File: src/rtl/cic_decimator.sv
// Decimating CIC filter: 1-bit stream -> signed PCM at 1/2^LOG2_DECIM rate; sample lands ORDER+1 edges after frame close.
// Input is never stalled; the output holds one sample and raises sticky overrun when it is overwritten unaccepted.
module cic_decimator #(
  parameter int ORDER      = 4,
  parameter int LOG2_DECIM = 6,
  localparam int ACC_W     = ORDER * LOG2_DECIM + 2
) (
  input  logic             clk,
  input  logic             reset,
  input  logic             bit_in,
  input  logic             bit_valid,
  output logic [ACC_W-1:0] pcm_data,
  output logic             pcm_valid,
  input  logic             pcm_ready,
  input  logic             clear_overrun,
  output logic             overrun
);

  logic signed [ACC_W-1:0] x;
  logic signed [ACC_W-1:0] integ  [ORDER];
  logic signed [ACC_W-1:0] comb_q [ORDER];
  logic signed [ACC_W-1:0] dly    [ORDER];
  logic [LOG2_DECIM-1:0]   cnt;
  logic [ORDER:0]          tok;
  logic                    frame_close;
  logic                    new_sample;

  assign x           = bit_in ? ACC_W'(1) : {ACC_W{1'b1}};
  assign frame_close = bit_valid && (&cnt);
  assign new_sample  = tok[ORDER];

  // Integrators wrap modulo 2^ACC_W; the comb differences cancel the wrap.
  always_ff @(posedge clk or posedge reset) begin
    if (reset) begin
      for (int k = 0; k < ORDER; k++) integ[k] <= '0;
      cnt <= '0;
    end else if (bit_valid) begin
      integ[0] <= integ[0] + x;
      for (int k = 1; k < ORDER; k++) integ[k] <= integ[k] + integ[k-1];
      cnt <= cnt + 1'b1;
    end
  end

  // Token k marks that stage k fires on the next edge; several may be in flight.
  always_ff @(posedge clk or posedge reset) begin
    if (reset) tok <= '0;
    else       tok <= {tok[ORDER-1:0], frame_close};
  end

  always_ff @(posedge clk or posedge reset) begin
    if (reset) begin
      for (int k = 0; k < ORDER; k++) begin
        comb_q[k] <= '0;
        dly[k]    <= '0;
      end
      pcm_data <= '0;
    end else begin
      if (tok[0]) comb_q[0] <= integ[ORDER-1];
      for (int k = 1; k < ORDER; k++) begin
        if (tok[k]) begin
          comb_q[k] <= comb_q[k-1] - dly[k-1];
          dly[k-1]  <= comb_q[k-1];
        end
      end
      // The last comb stage writes straight into the output holding register.
      if (tok[ORDER]) begin
        pcm_data       <= comb_q[ORDER-1] - dly[ORDER-1];
        dly[ORDER-1]   <= comb_q[ORDER-1];
      end
    end
  end

  always_ff @(posedge clk or posedge reset) begin
    if (reset) begin
      pcm_valid <= 1'b0;
      overrun   <= 1'b0;
    end else begin
      if (new_sample)                  pcm_valid <= 1'b1;
      else if (pcm_valid && pcm_ready) pcm_valid <= 1'b0;

      if (new_sample && pcm_valid && !pcm_ready) overrun <= 1'b1;
      else if (clear_overrun)                    overrun <= 1'b0;
    end
  end

endmodule

File: config.mk
export PLATFORM = sky130hd
export DESIGN_NAME = cic_decimator
export DESIGN_NICKNAME = d
export VERILOG_FILES = /design/src/rtl/cic_decimator.sv
export SDC_FILE = /design/constraint.sdc
export NUM_CORES = 1
export LEC_CHECK = 0
export BUFFER_PORTS_ARGS = -buffer_cell sky130_fd_sc_hd__clkbuf_2
export CORE_ASPECT_RATIO = 1.75
export CORE_MARGIN = 2
export CORE_UTILIZATION = 35
export DETAILED_ROUTE_END_ITERATION = 7
export SLEW_MARGIN = 20
export SYNTH_ARGS = -nofsm -noshare
export SYNTH_HDL_FRONTEND = slang
export SYNTH_SLANG_ARGS = --single-unit
File: constraint.sdc
create_clock -name clk -period 12.3 [get_ports clk]
set_input_delay 1.845 -clock clk [delete_from_list [all_inputs] [get_ports clk]]
set_output_delay 1.845 -clock clk [all_outputs]
set_load 0.005 [all_outputs]
==> results.json <==
{
  "status": "complete, no violations",
  "overflow": 0,
  "max_slew_margin": 0.350,
  "dieArea_um2": 67300,
  "power_density_nw_per_um2": 256,
  "placedCellCount": 3137,
  "finalHoldViolations": 0,
  "fp.dieH_um": 342,
  "p_comb_frac": 0.571,
  "syn_inst": 2371,
  "die_w_um": 197,
  "muxShareOfSynthArea": 0.0955,
  "drcViolationCount": 0,
  "antenna_found_initial": 0,
  "seq_area_frac_synth": 0.385,
  "cts_setup_buffers": 0,
  "htree_levels": 2,
  "num_vias": 16900,
  "synth-main-ff-cell": "dfrtp_1",
  "instances_no_fill": 3205,
  "detail-route-antenna-nets": 0,
  "fin_nets": 2579,
  "cts_tree": "done",
  "crit_family": "compound AO/OA/AOI/OAI gates",
  "synth-compound-area-share": 0.191,
  "core-area_um2": 64300,
  "power_leakage_nw": 11.7,
  "tns_ns": 0,
  "layout.cells.most_common": "dfrtp_1",
  "drt_iter0_drc": 591,
  "final_cell_mix": "dfrtp_1, nand2_1, ha_1",
  "synth_simple_gate_area_share": 0.100,
  "synth-xor-area-share": 0.0695,
  "p_seq_frac": 0.252,
  "p_sw_mw": 2.63,
  "initial_core_util": 0.355,
  "critPathBufInv": 2,
  "num_antenna_cells": 0,
  "track_usage": 0.142,
  "routed_wl_um": 47400,
  "row_count": 123,
  "p_sw_frac": 0.411,
  "dp_hpwl_um": 34600,
  "setup_viol": 0,
  "first_pass_iters": 5,
  "cp-end-kind": "flip-flop",
  "slew_viol_final": 0,
  "ys_seq_elements": 351,
  "async_flop_share": 1.00,
  "fin_ws_ns": 7.36,
  "yosys_warnings": 0,
  "criticalPathCategory": "input pin to flip-flop",
  "critPathSlowestCell": "o41ai_1",
  "arrival_ns": 5.36,
  "worst_pin_slew_ns": 0.974,
  "ios": 34,
  "grt_pass1_wl_um": 81200,
  "critPathLaunchType": "input pin",
  "cts_made_buffers": 38,
  "cts_sinks": 351,
  "cp_cell_sequence": "clkbuf_2 > inv_1 > ha_1 > nor2b_1 > o21ai_0 > a21oi_1 > o41ai_1 > a21oi_1 > o22ai_1 > o21ai_0 > xor2_1 > mux2_2",
  "cts_resized": 0,
  "final.min_clock_period_ns": 4.94,
  "maxCapViolations": 0,
  "clock.fmax_mhz": 203,
  "drive_gt1_frac": 0.142,
  "skew_ns": 0.0177,
  "min_path_type": "flip-flop to flip-flop",
  "ys_types": 83,
  "area_growth_pct": 9.55,
  "cts-root-buf": "clkbuf_16",
  "avgViaCountPerCell": 5.29,
  "cpPeakStageDelay_ns": 0.73,
  "post-place-ws_ns": 6.79,
  "place.gp.congestion": 0.914,
  "synthAdderAreaFrac": 0.117,
  "grt_pass1_vias": 17400,
  "clock_path_buffers": 3,
  "power.internal_mw": 3.78,
  "finalCritPeriodShare": 0.401,
  "clk_latency_ns": 0.54,
  "synth_edf_count": 0,
  "routedWlPerCell_um": 14.8,
  "final_core_util": 0.388,
  "clkPwrFrac": 0.177,
  "avgSynthCellArea_um2": 9.62,
  "synth_top_family_by_area": "compound AO/OA/AOI/OAI gates",
  "r2r_slack_ns": 8.87,
  "irDropWorstVdd_mv": 0.173,
  "worstPathRequired_ns": 12.72,
  "crit_fanout": 25,
  "port_buffers": 33,
  "rsz0062_at_grt": "false",
  "grt_max_degree": 149,
  "syn_nets": 2585,
  "clk_pin_slew_ns": 0.06,
  "holdBufCountCts": 0,
  "synth_area_um2": 22800
}
## worst reg2reg max path, stage by stage, from the launching register on
cell,delay [ns]
dfrtp_1,0.44
ha_1,0.30
nor2b_1,0.11
o21ai_0,0.10
a21boi_1,0.30
o31ai_1,0.20
a221oi_1,0.68
a21oi_1,0.29
o311ai_0,0.52
xor2_1,0.11
mux2_2,0.28
## per-layer routing
layer,vias to the layer above,track usage,wire length (µm)
met5,-,0,0
met3,127,0.0161,1050
met4,0,0.0636,1970
li1,8457,-,-
met1,8100,0.147,18500
met2,255,0.282,25800
## registers in the layout (all words and copies together), names as in the netlist
register / count
dly: 104
tok: 5
pcm_data: 26
cnt: 6
comb_q: 104
overrun: 1
integ: 104
pcm_valid: 1
## worst paths after layout
path | start | to | cells past startpoint
max reg2reg | comb_q[79] | comb_q[73] | 10
min reg2reg | cnt[5] | cnt[5] | 1
min | cnt[5] | cnt[5] | 1
min in group asynchronous | reset | comb_q[52] | 2
max | bit_in | integ[102] | 12
max in group asynchronous | reset | tok[4] | 3
## area by class of cell
class	instances	area, µm²
well taps	812	1020
clock buffers	54	1100
flip-flops and latches	351	8790
fillers	6370	39300
inverters	165	627
multi-input cells	1767	13100
clock inverters	14	139
repair buffers	42	248
## metrics by stage
stage               hold WS, ns  instance area, µm²  power, mW
detailed placement        0.466               23800       5.26
floorplan                 0.352               22800       4.51
global placement          0.456               23800       5.14
finish                    0.473               25000       6.40
global route              0.501               25000       6.93
CTS                       0.474               25000       6.43
## synthesized netlist by cell type, types with 39 or more instances
master	instances	area share
xor2_1	61	0.023
a21oi_1	190	0.042
inv_1	164	0.027
nand3_1	39	0.0086
mux2_2	190	0.094
clkbuf_1	80	0.013
xnor2_1	120	0.046
nand2_1	222	0.037
nor2_1	99	0.016
a21o_1	89	0.029
dfrtp_1	351	0.39
ha_1	200	0.11
o21ai_0	177	0.039
## power groups by stage
stage                     Clock (mW)  Combinational [mW]  Sequential, mW
after floorplan                    0                2.95            1.55
after global placement             0                3.52            1.63
after detailed placement           0                3.62            1.64
after CTS                       1.18                3.64            1.62
after global routing            1.22                4.06            1.65
final                           1.14                3.66            1.61
## cells by family after synthesis
| family | Yosys count |
|---|---|
| mux | 194 |
| simple gates | 502 |
| compound gates | 682 |
| flops | 351 |
| buf+inv | 253 |
| fa+ha+maj | 208 |
| xor+xnor | 181 |
Power figures use the tool's default switching activity.
